--- src/rtl/alu_issue_ctrl.sv ---
// alu_issue_ctrl: issue side of the ALU interface for the multi-cycle RV32I core.
// Accepts one instruction with its operands, decodes it, drives the combinational ALU,
// registers the result and branch outcome, and presents them over a valid/ready writeback.
module alu_issue_ctrl #(
  parameter int XLEN      = 32,
  parameter bit BRANCH_EN = 1'b1
) (
  input  logic            clk,
  input  logic            rst_n,
  input  logic            in_valid,
  output logic            in_ready,
  input  logic [31:0]     in_instr,
  input  logic [XLEN-1:0] in_pc,
  input  logic [XLEN-1:0] in_rs1,
  input  logic [XLEN-1:0] in_rs2,
  output logic [XLEN-1:0] alu_a,
  output logic [XLEN-1:0] alu_b,
  output logic [3:0]      alu_op,
  input  logic [XLEN-1:0] alu_result,
  input  logic            alu_zero,
  input  logic            alu_lt,
  input  logic            alu_ltu,
  output logic            wb_valid,
  input  logic            wb_ready,
  output logic [4:0]      wb_rd,
  output logic [XLEN-1:0] wb_data,
  output logic            wb_we,
  output logic            br_taken,
  output logic [XLEN-1:0] br_target,
  output logic            illegal
);

  localparam logic [3:0] OP_ADD   = 4'd0;
  localparam logic [3:0] OP_SUB   = 4'd1;
  localparam logic [3:0] OP_SLL   = 4'd2;
  localparam logic [3:0] OP_SLT   = 4'd3;
  localparam logic [3:0] OP_SLTU  = 4'd4;
  localparam logic [3:0] OP_XOR   = 4'd5;
  localparam logic [3:0] OP_SRL   = 4'd6;
  localparam logic [3:0] OP_SRA   = 4'd7;
  localparam logic [3:0] OP_OR    = 4'd8;
  localparam logic [3:0] OP_AND   = 4'd9;
  localparam logic [3:0] OP_LUI   = 4'd10;
  localparam logic [3:0] OP_AUIPC = 4'd11;

  localparam logic [6:0] OPC_OP     = 7'b0110011;
  localparam logic [6:0] OPC_OPIMM  = 7'b0010011;
  localparam logic [6:0] OPC_LUI    = 7'b0110111;
  localparam logic [6:0] OPC_AUIPC  = 7'b0010111;
  localparam logic [6:0] OPC_BRANCH = 7'b1100011;
  localparam logic [6:0] F7_ZERO    = 7'b0000000;
  localparam logic [6:0] F7_ALT     = 7'b0100000;

  typedef enum logic [1:0] {
    ST_IDLE = 2'd0,
    ST_EXEC = 2'd1,
    ST_WB   = 2'd2
  } state_t;

  state_t state_r;
  state_t state_next_s;

  // instruction fields and immediates of the incoming word
  logic [6:0]  opc_s;
  logic [2:0]  f3_s;
  logic [6:0]  f7_s;
  logic [4:0]  rd_s;
  logic [31:0] imm_i_s;
  logic [31:0] imm_u_s;
  logic [31:0] imm_b_s;

  // decoded values for the incoming word
  logic [31:0] dec_a_s;
  logic [31:0] dec_b_s;
  logic [3:0]  dec_op_s;
  logic        dec_br_s;
  logic        dec_ill_s;
  logic        dec_we_s;
  logic [31:0] dec_tgt_s;

  // decoded values captured at accept, used during EXEC
  logic [31:0] alu_a_r;
  logic [31:0] alu_b_r;
  logic [3:0]  alu_op_r;
  logic [4:0]  rd_r;
  logic [2:0]  f3_r;
  logic        br_r;
  logic        ill_r;
  logic        we_r;
  logic [31:0] tgt_r;

  // writeback side registers
  logic        in_ready_r;
  logic        wb_valid_r;
  logic [4:0]  wb_rd_r;
  logic [31:0] wb_data_r;
  logic        wb_we_r;
  logic        br_taken_r;
  logic [31:0] br_target_r;
  logic        illegal_r;

  logic        accept_s;
  logic        taken_s;

  assign opc_s   = in_instr[6:0];
  assign f3_s    = in_instr[14:12];
  assign f7_s    = in_instr[31:25];
  assign rd_s    = in_instr[11:7];
  assign imm_i_s = {{20{in_instr[31]}}, in_instr[31:20]};
  assign imm_u_s = {in_instr[31:12], 12'h000};
  assign imm_b_s = {{19{in_instr[31]}}, in_instr[31], in_instr[7], in_instr[30:25], in_instr[11:8], 1'b0};

  assign accept_s = (state_r == ST_IDLE) && in_valid;

  // decode the incoming instruction into ALU operands, operation and writeback intent
  always_comb begin
    dec_a_s   = 32'h0000_0000;
    dec_b_s   = 32'h0000_0000;
    dec_op_s  = OP_ADD;
    dec_br_s  = 1'b0;
    dec_ill_s = 1'b0;
    dec_tgt_s = 32'h0000_0000;
    case (opc_s)
      OPC_OP: begin
        dec_a_s = in_rs1;
        dec_b_s = in_rs2;
        if (f7_s == F7_ZERO) begin
          case (f3_s)
            3'b000:  dec_op_s = OP_ADD;
            3'b001:  dec_op_s = OP_SLL;
            3'b010:  dec_op_s = OP_SLT;
            3'b011:  dec_op_s = OP_SLTU;
            3'b100:  dec_op_s = OP_XOR;
            3'b101:  dec_op_s = OP_SRL;
            3'b110:  dec_op_s = OP_OR;
            3'b111:  dec_op_s = OP_AND;
            default: dec_ill_s = 1'b1;
          endcase
        end else if (f7_s == F7_ALT && f3_s == 3'b000) begin
          dec_op_s = OP_SUB;
        end else if (f7_s == F7_ALT && f3_s == 3'b101) begin
          dec_op_s = OP_SRA;
        end else begin
          dec_ill_s = 1'b1;
        end
      end
      OPC_OPIMM: begin
        dec_a_s = in_rs1;
        dec_b_s = imm_i_s;
        case (f3_s)
          3'b000: dec_op_s = OP_ADD;
          3'b010: dec_op_s = OP_SLT;
          3'b011: dec_op_s = OP_SLTU;
          3'b100: dec_op_s = OP_XOR;
          3'b110: dec_op_s = OP_OR;
          3'b111: dec_op_s = OP_AND;
          3'b001: begin
            // shifts take only the shamt field; the funct7 bits are not operand bits
            dec_b_s = {27'd0, in_instr[24:20]};
            if (f7_s == F7_ZERO) begin
              dec_op_s = OP_SLL;
            end else begin
              dec_ill_s = 1'b1;
            end
          end
          3'b101: begin
            dec_b_s = {27'd0, in_instr[24:20]};
            if (f7_s == F7_ZERO) begin
              dec_op_s = OP_SRL;
            end else if (f7_s == F7_ALT) begin
              dec_op_s = OP_SRA;
            end else begin
              dec_ill_s = 1'b1;
            end
          end
          default: dec_ill_s = 1'b1;
        endcase
      end
      OPC_LUI: begin
        dec_b_s  = imm_u_s;
        dec_op_s = OP_LUI;
      end
      OPC_AUIPC: begin
        dec_a_s  = in_pc;
        dec_b_s  = imm_u_s;
        dec_op_s = OP_AUIPC;
      end
      OPC_BRANCH: begin
        if (BRANCH_EN && f3_s != 3'b010 && f3_s != 3'b011) begin
          dec_a_s   = in_rs1;
          dec_b_s   = in_rs2;
          dec_op_s  = OP_SUB;
          dec_br_s  = 1'b1;
          dec_tgt_s = in_pc + imm_b_s;
        end else begin
          dec_ill_s = 1'b1;
        end
      end
      default: dec_ill_s = 1'b1;
    endcase
    // an illegal word must not leak partial operands into the ALU
    if (dec_ill_s) begin
      dec_a_s  = 32'h0000_0000;
      dec_b_s  = 32'h0000_0000;
      dec_op_s = OP_ADD;
    end else begin
      dec_op_s = dec_op_s;
    end
    dec_we_s = !dec_ill_s && !dec_br_s && (rd_s != 5'd0);
  end

  // branch condition from the ALU flags of the captured compare
  always_comb begin
    taken_s = 1'b0;
    case (f3_r)
      3'b000:  taken_s = alu_zero;
      3'b001:  taken_s = !alu_zero;
      3'b100:  taken_s = alu_lt;
      3'b101:  taken_s = !alu_lt;
      3'b110:  taken_s = alu_ltu;
      3'b111:  taken_s = !alu_ltu;
      default: taken_s = 1'b0;
    endcase
  end

  // state register
  always_ff @(posedge clk or negedge rst_n) begin
    if (!rst_n) begin
      state_r <= ST_IDLE;
    end else begin
      state_r <= state_next_s;
    end
  end

  // next-state logic: accept, one execute cycle, then hold writeback until consumed
  always_comb begin
    state_next_s = state_r;
    case (state_r)
      ST_IDLE: begin
        if (in_valid) begin
          state_next_s = ST_EXEC;
        end else begin
          state_next_s = ST_IDLE;
        end
      end
      ST_EXEC: state_next_s = ST_WB;
      ST_WB: begin
        if (wb_ready) begin
          state_next_s = ST_IDLE;
        end else begin
          state_next_s = ST_WB;
        end
      end
      default: state_next_s = ST_IDLE;
    endcase
  end

  // handshake flags registered to mirror the next state
  always_ff @(posedge clk or negedge rst_n) begin
    if (!rst_n) begin
      in_ready_r <= 1'b1;
      wb_valid_r <= 1'b0;
    end else begin
      in_ready_r <= (state_next_s == ST_IDLE);
      wb_valid_r <= (state_next_s == ST_WB);
    end
  end

  // capture decoded operands on accept; they hold until the next accept
  always_ff @(posedge clk or negedge rst_n) begin
    if (!rst_n) begin
      alu_a_r  <= 32'h0000_0000;
      alu_b_r  <= 32'h0000_0000;
      alu_op_r <= OP_ADD;
      rd_r     <= 5'd0;
      f3_r     <= 3'd0;
      br_r     <= 1'b0;
      ill_r    <= 1'b0;
      we_r     <= 1'b0;
      tgt_r    <= 32'h0000_0000;
    end else if (accept_s) begin
      alu_a_r  <= dec_a_s;
      alu_b_r  <= dec_b_s;
      alu_op_r <= dec_op_s;
      rd_r     <= rd_s;
      f3_r     <= f3_s;
      br_r     <= dec_br_s;
      ill_r    <= dec_ill_s;
      we_r     <= dec_we_s;
      tgt_r    <= dec_tgt_s;
    end else begin
      alu_a_r  <= alu_a_r;
      alu_b_r  <= alu_b_r;
      alu_op_r <= alu_op_r;
      rd_r     <= rd_r;
      f3_r     <= f3_r;
      br_r     <= br_r;
      ill_r    <= ill_r;
      we_r     <= we_r;
      tgt_r    <= tgt_r;
    end
  end

  // register the ALU outcome at the end of the execute cycle
  always_ff @(posedge clk or negedge rst_n) begin
    if (!rst_n) begin
      wb_rd_r     <= 5'd0;
      wb_data_r   <= 32'h0000_0000;
      wb_we_r     <= 1'b0;
      br_taken_r  <= 1'b0;
      br_target_r <= 32'h0000_0000;
      illegal_r   <= 1'b0;
    end else if (state_r == ST_EXEC) begin
      wb_rd_r     <= rd_r;
      wb_data_r   <= alu_result;
      wb_we_r     <= we_r;
      br_taken_r  <= br_r && taken_s;
      br_target_r <= br_r ? tgt_r : 32'h0000_0000;
      illegal_r   <= ill_r;
    end else begin
      wb_rd_r     <= wb_rd_r;
      wb_data_r   <= wb_data_r;
      wb_we_r     <= wb_we_r;
      br_taken_r  <= br_taken_r;
      br_target_r <= br_target_r;
      illegal_r   <= illegal_r;
    end
  end

  assign in_ready  = in_ready_r;
  assign alu_a     = alu_a_r;
  assign alu_b     = alu_b_r;
  assign alu_op    = alu_op_r;
  assign wb_valid  = wb_valid_r;
  assign wb_rd     = wb_rd_r;
  assign wb_data   = wb_data_r;
  assign wb_we     = wb_we_r;
  assign br_taken  = br_taken_r;
  assign br_target = br_target_r;
  assign illegal   = illegal_r;

endmodule
--- config.mk ---
export PLATFORM = sky130hd
export DESIGN_NAME = alu_issue_ctrl
export DESIGN_NICKNAME = d
export VERILOG_FILES = /design/src/rtl/alu_issue_ctrl.sv
export SDC_FILE = /design/constraint.sdc
export NUM_CORES = 1
export LEC_CHECK = 0
export CAP_MARGIN = 10
export CORE_AREA = 2 2 138 140
export CTS_BUF_LIST = sky130_fd_sc_hd__clkbuf_2 sky130_fd_sc_hd__clkbuf_4 sky130_fd_sc_hd__clkbuf_8
export CTS_CLUSTER_DIAMETER = 50
export DETAILED_ROUTE_END_ITERATION = 6
export DIE_AREA = 0 0 140 142
export PLACE_DENSITY = 0.84
export RECOVER_POWER = 25
export SLEW_MARGIN = 10
export SYNTH_ARGS = -nofsm -noshare
export SYNTH_HDL_FRONTEND = slang
export SYNTH_SLANG_ARGS = --single-unit
export TNS_END_PERCENT = 1
--- constraint.sdc ---
create_clock -name clk -period 2.6 [get_ports clk]
set_clock_uncertainty 0.15 [all_clocks]
set_input_delay 0.65 -clock clk [delete_from_list [all_inputs] [get_ports clk]]
set_output_delay 0.65 -clock clk [all_outputs]
set_load 0.05 [all_outputs]
======== Word level (Yosys, flattened, before mapping) ========
Memories as Yosys holds them, arrays and structs flattened.
Cells that the tools add are included.
operators by class
  add/subtract/negate cells ............... 1
  equality and inequality tests ........... 23
  mux-type cells .......................... 35
  reductions and logical operators ........ 21
operator list
  cell                  count
  $mux W32              8
  $pmux W32 S4          1
  $pmux W32 S3          1
  $add A32 B32 Y32      1
  $pmux W4 S8           1
  $eq A3 B3 Y1 const B  8
  $eq A7 B6 Y1 const B  3
  $pmux W4 S5           1
  $eq A7 B5 Y1 const B  2
  $mux W3               4
  $mux W1               11
  $mux W4               2
  $eq A7 B7 Y1 const B  1
  $logic_and A1 B1 Y1   7
  $logic_not A7 Y1      1
  $eq A3 B1 Y1 const B  2
  $eq A3 B2 Y1 const B  2
  $logic_not A3 Y1      2
  $ne A3 B2 Y1 const B  2
  $pmux W1 S6           1
  $pmux W2 S3           1
  $reduce_or A2 Y1      3
  $logic_not A1 Y1      5
  $reduce_bool A5 Y1    1
  6 further kinds       9
storage, ports and cells
  register bits ........................... 187
  bits in read-only memories .............. 32
  bits of input ports ..................... 167
  output and inout bits ................... 142
  logic and storage cells ................. 99
  memories ................................ 1
memories
  memory            words  width  read ports  clocked after Yosys merged registers in  wr ports  RTL line  text
  (name not given)  8      4      1           0                                        0         128       case (f3_s)

======== Logic depth before layout (Yosys ltp) ========
Gate-level depths: netlist (run 1).
  depth in word-level cells ............... 9
  depth in mapped cells ................... 10
  gate-level depth less buffers ........... 10

======== Least setup slack after synthesis (run 1) ========
Ideal clock, no wire load.
  path kind ............................... input port to flip-flop
  from .................................... input port in_instr[8]
  to ...................................... register tgt_r[25]
  library setup time ...................... 128 ps
  arrival ................................. 2,834 ps
  data required time ...................... 2,322 ps
  path slack .............................. -512 ps
  stages on the path ...................... 10
  buffers on the path ..................... 0
  cells stage by stage .................... ha_1 fa_1 a21o_1 a311o_1 o211ai_2 o211ai_2 a211o_1 a221oi_2 xor2_1 o21ai_1
on the way
  word-level cells in the longest chain between the ends .. 3
RTL lines
  what                  RTL line  text
  from (decl)           12        input logic [31:0] in_instr,
  $add A32 B32 Y32      194       dec_tgt_s = in_pc + imm_b_s;
  $mux W32              189       if (BRANCH_EN && f3_s != 3'b010 && f3_s != 3'b011) begin
  $mux W32              123       case (opc_s)
  to (signal assigned)  290       tgt_r <= dec_tgt_s;
  to (signal assigned)  300       tgt_r <= tgt_r;
  to (decl)             90        logic [31:0] tgt_r;
Every way passes these cells.
A chain may end at the register's enable or synchronous reset.

======== Worst setup path in the final report (run 1) ========
  from .................................... input port in_instr[27]
  to ...................................... register alu_a_r[21], in the netlist alu_a[21]
on the way
  word-level cells in the longest chain between the ends .. 7
  elaborated cells between the ends (all ways) .. 13
  classes of those cells .................. 1 x eq/ne; 9 x mux; 3 x reduce/logical
RTL lines
  what                  RTL line       text
  $eq A7 B6 Y1          139, 141, 170
  $logic_and A1 B1 Y1   141            end else if (f7_s == F7_ALT && f3_s == 3'b101) begin
  $mux W1               141
  $mux W1               139            end else if (f7_s == F7_ALT && f3_s == 3'b000) begin
  $mux W1               127            if (f7_s == F7_ZERO) begin
  $pmux W1 S4 *         123
  $mux W32 *            202            if (dec_ill_s) begin
  to (signal assigned)  282            alu_a_r <= dec_a_s;
  to (signal assigned)  292            alu_a_r <= alu_a_r;
  to (decl)             82             logic [31:0] alu_a_r;
Mark *: on every way between the ends. The rest lies on a longest branch, timed or not.

==> results of run 1 <==
## worst paths after layout
path                         startpoint     endpoint  slack (ps)  cells past startpoint
setup / recovery           in_instr[27]    alu_a[21]          -4                     11
hold / removal              in_instr[8]      rd_r[1]         300                      3
setup reg to reg             state_r[0]    alu_a[21]         280                      8
hold reg to reg               tgt_r[16]    tgt_r[16]         340                      2
max in group asynchronous         rst_n    alu_a[21]         270                      3
min in group asynchronous         rst_n  wb_data[11]         820                      2
## registers in the layout, summed over array words and instances (netlist names)
name,count
wb_data,32
rd_r,5
alu_a,32
br_target,32
wb_rd,5
br_r,1
alu_b,32
tgt_r,32
in_ready,1
wb_we,1
f3_r,3
we_r,1
state_r,2
ill_r,1
wb_valid,1
br_taken,1
illegal,1
alu_op,4
## synth_stat cells (17+ instances only)
cell        n
a21oi_1    38
ha_1       35
nand2_1   215
dfrtp_1   186
o21ai_1    41
mux2_2     39
xnor2_1    17
o21ai_0   112
clkbuf_1   54
nor2_1     30
a221oi_1   19
a22oi_1    43
## metal layers
| metal | wire length (µm) | share of wire | up-vias | track usage |
|---|---|---|---|---|
| met5 | 0 | 0 | - | 0 |
| met4 | 1170 | 0.037 | 0 | 0.135 |
| met3 | 2460 | 0.077 | 96 | 0.0653 |
| met2 | 15600 | 0.49 | 452 | 0.533 |
| met1 | 12700 | 0.40 | 4630 | 0.401 |
| li1 | - | - | 4405 | - |
## repair_timing
action	in CTS	in global routing
hold endpoints to repair	45	0
resized for setup	100	23
setup endpoints to repair	77	63
hold buffers	1	0
pin swaps	31	7
setup buffers	10	0
cloned	3	0
## worst min-delay path, cell delays in order
cell     delay [ps]
buf_2           130
nand2_1          60
nand2_1          50
## cells by family after synthesis
group | after synthesis | share of synthesized area
AOI/OAI and AO/OA | 315 | 0.211
xor gates and xnor gates | 31 | 0.0289
adders and majority gates | 36 | 0.0487
buffers and inverters | 79 | 0.0331
DFF | 187 | 0.498
muxes | 40 | 0.0478
and+or+nand+nor | 297 | 0.133
## area by class of cell
cell class / count / area (µm²)
fill: 1182 / 3620
inverter: 13 / 48.8
timing repair buffer: 496 / 4670
clock inverter: 13 / 154
sequential: 187 / 4680
antenna: 1 / 2.50
clock buffer: 19 / 262
multi-input combinational: 719 / 4720
tap: 234 / 293
## power groups by stage
| stage | combinational, W | clock [W] | sequential [W] |
|---|---|---|---|
| after floorplan | 0.00120 | 0 | 0.00468 |
| after detailed placement | 0.00395 | 0 | 0.00359 |
| final | 0.00404 | 0.00201 | 0.00353 |
| after CTS | 0.00402 | 0.00204 | 0.00353 |
| after global placement | 0.00387 | 0 | 0.00354 |
| after global routing | 0.00424 | 0.00216 | 0.00358 |
## metrics by stage
stage	util	setup WS, ps	instances	hold WS, ps	total power, W
after floorplan	-	-329	985	204	0.00588
after global placement	0.759	-908	1636	308	0.00742
after detailed placement	0.759	-934	1636	312	0.00754
after CTS	0.802	2.27	1681	275	0.00959
after global routing	0.804	-118	1682	305	0.00998
final	0.804	-4.38	1682	295	0.00958
==> run summary, run 1 <==
- 5.70 — Via density
- 14800 µm² — area of all placed cells without fillers
- 646 nW/µm² — Power per Cell Area
- 50100 µm — global-route wire length before repair
- 0 — yosys warns
- 0 — pins over their slew limit
- 4 — deepest level of the CTS H-tree
- 1188 — syn_nets
- 1 — total setup violations reported at the end of the flow
- finished, violations left — outcome
- 7 — number of iterations in the first detailed-routing pass
- -4.38 ps — worst-case setup margin in the final layout
- 187 — number of flip-flops and latches in the synthesized netlist
- -4.38 ps — setup TNS after final layout
- 100 ps — clock transition at the registers of the reported paths
- 31900 µm — Detailed Route WL
- clkdlybuf4s15_2, nor4_4, nand2_1, a31oi_2, nor3_1, nor3_1, nand3_1, a2111o_2, buf_6, buf_16, o21ai_1 — list of cells traversed by the critical path
- 18500 µm² — placeable core region
- 140 µm — width of the die
- clkdlybuf4s50_1 — most frequent standard cell in the layout excluding fill and tap cells
- 500 ps — largest incremental delay on the critical path
- 57.8% — synth-to-layout area growth
- 0.422 — Combinational Power Share
- 142 µm — Die Ht
- 0 — Max Cap Viol
- 2 — largest buffer count on any clock path
- 0.368 — sequential power share
- 0.970 — routability congestion estimate from global placement
- 0.457 mV — IR drop worst, VDD
- in2reg — type of the setup path with the least slack
- 16 — Residual DRC
- register — type of element capturing the critical path
- 2600 ps — Final Critical Period
- 0 — number of enable-type register cells in the synthesized netlist
- 0.00380 W — switching power summed over all nets
- built — TritonCTS clock tree
- 2840 ps — Worst Path Required
- 9.54 µm² — average footprint of a synthesized cell
- dfrtp_1 50%, nand2_1 8.6%, o21ai_0 6.0%, mux2_2 4.7%, ha_1 4.7% — largest cells by area after synthesis
- 0 — number of antenna-violating nets in the routed design
- 0 — remaining global-route overflow
- nor3_1 — most used cell, CP
- true — RSZ-0062 raised after global routing
- 0.498 — Seq/Total Area, Yosys
- 384 MHz — highest attainable clock frequency
- 1637 — layout net count
- 9583 — total vias in the final route
- 19.0 µm — average routed wire per standard cell
- 9400 µm² — combined area of all synthesized cells
- 308 — count of buffers inserted at the top-level ports
- 2850 ps — worst endpoint data arrival time
- 6.35 nW — leakage component of the power
- clkbuf_8 — root cell of the clock tree
- 0 — Final Hold Fails
- 17 — clock buffer count from CTS
- 9710 — number of global-route vias before repair
- 2 — antenna violations before repair
- 0.509 — effective utilization at floorplan
- 19900 µm² — overall die area
- DRC, setup timing — violated checks
- 0.159 — remaining max-slew budget at the tightest pin
- 50 — number of placement rows
- 0.00578 W — Power Internal
- 23200 µm — half-perimeter wire length of the detailed placement result
- 985 — Mapped Cells
- 62 — number of distinct library cell variants in the gate-level netlist after synthesis
- compound AO/OA/AOI/OAI gates — cell family with most CP delay
- 480 ps — worst skew pair latency
- 1.00 — Final Cycle Share
- 6 — maximum fanout count along the critical path
- 279 x clkdlybuf4s50_1, 215 x nand2_1, 186 x dfrtp_1 — leading cell types in the layout, fill and taps excluded
- 0.495 — share of the synthesized area in the top cell type
- 3 — crit path buf inv count
- dfrtp_1 — biggest area consumer among synthesized cells
- 82 — largest net degree at the start of global routing
- 1.00 — async set or reset register ratio after synthesis
- 14000 µm² — total placed instance area
- 0.317 — total track usage
- in2reg — HP Class
- 1260 ps — actual slew at the worst max-slew pin
- dfrtp_1 — most instantiated flip-flop cell in the synthesis netlist
- 0.232 — share of final-layout standard cells stronger than drive strength 1
- 0.396 — Switching Fraction
- 187 — clock net sink count
- 0.210 — Clock Power Share
- 309 — number of ports placed on the die boundary
- primary input — CP Launch Type
- a2111o_2 — Worst path slowest cell
- 884 — DRT iter0 DRCs
(Power assumes the default switching activity.)
==> inputs of run 2 (changes only) <==
--- a/config.mk
+++ b/config.mk
@@ -13,7 +13,6 @@
 export DIE_AREA = 0 0 140 142
 export PLACE_DENSITY = 0.84
 export RECOVER_POWER = 25
-export SLEW_MARGIN = 10
 export SYNTH_ARGS = -nofsm -noshare
 export SYNTH_HDL_FRONTEND = slang
 export SYNTH_SLANG_ARGS = --single-unit
==> results of run 2 <==
Final layout, timing and power as in run 1 (identical DEF).
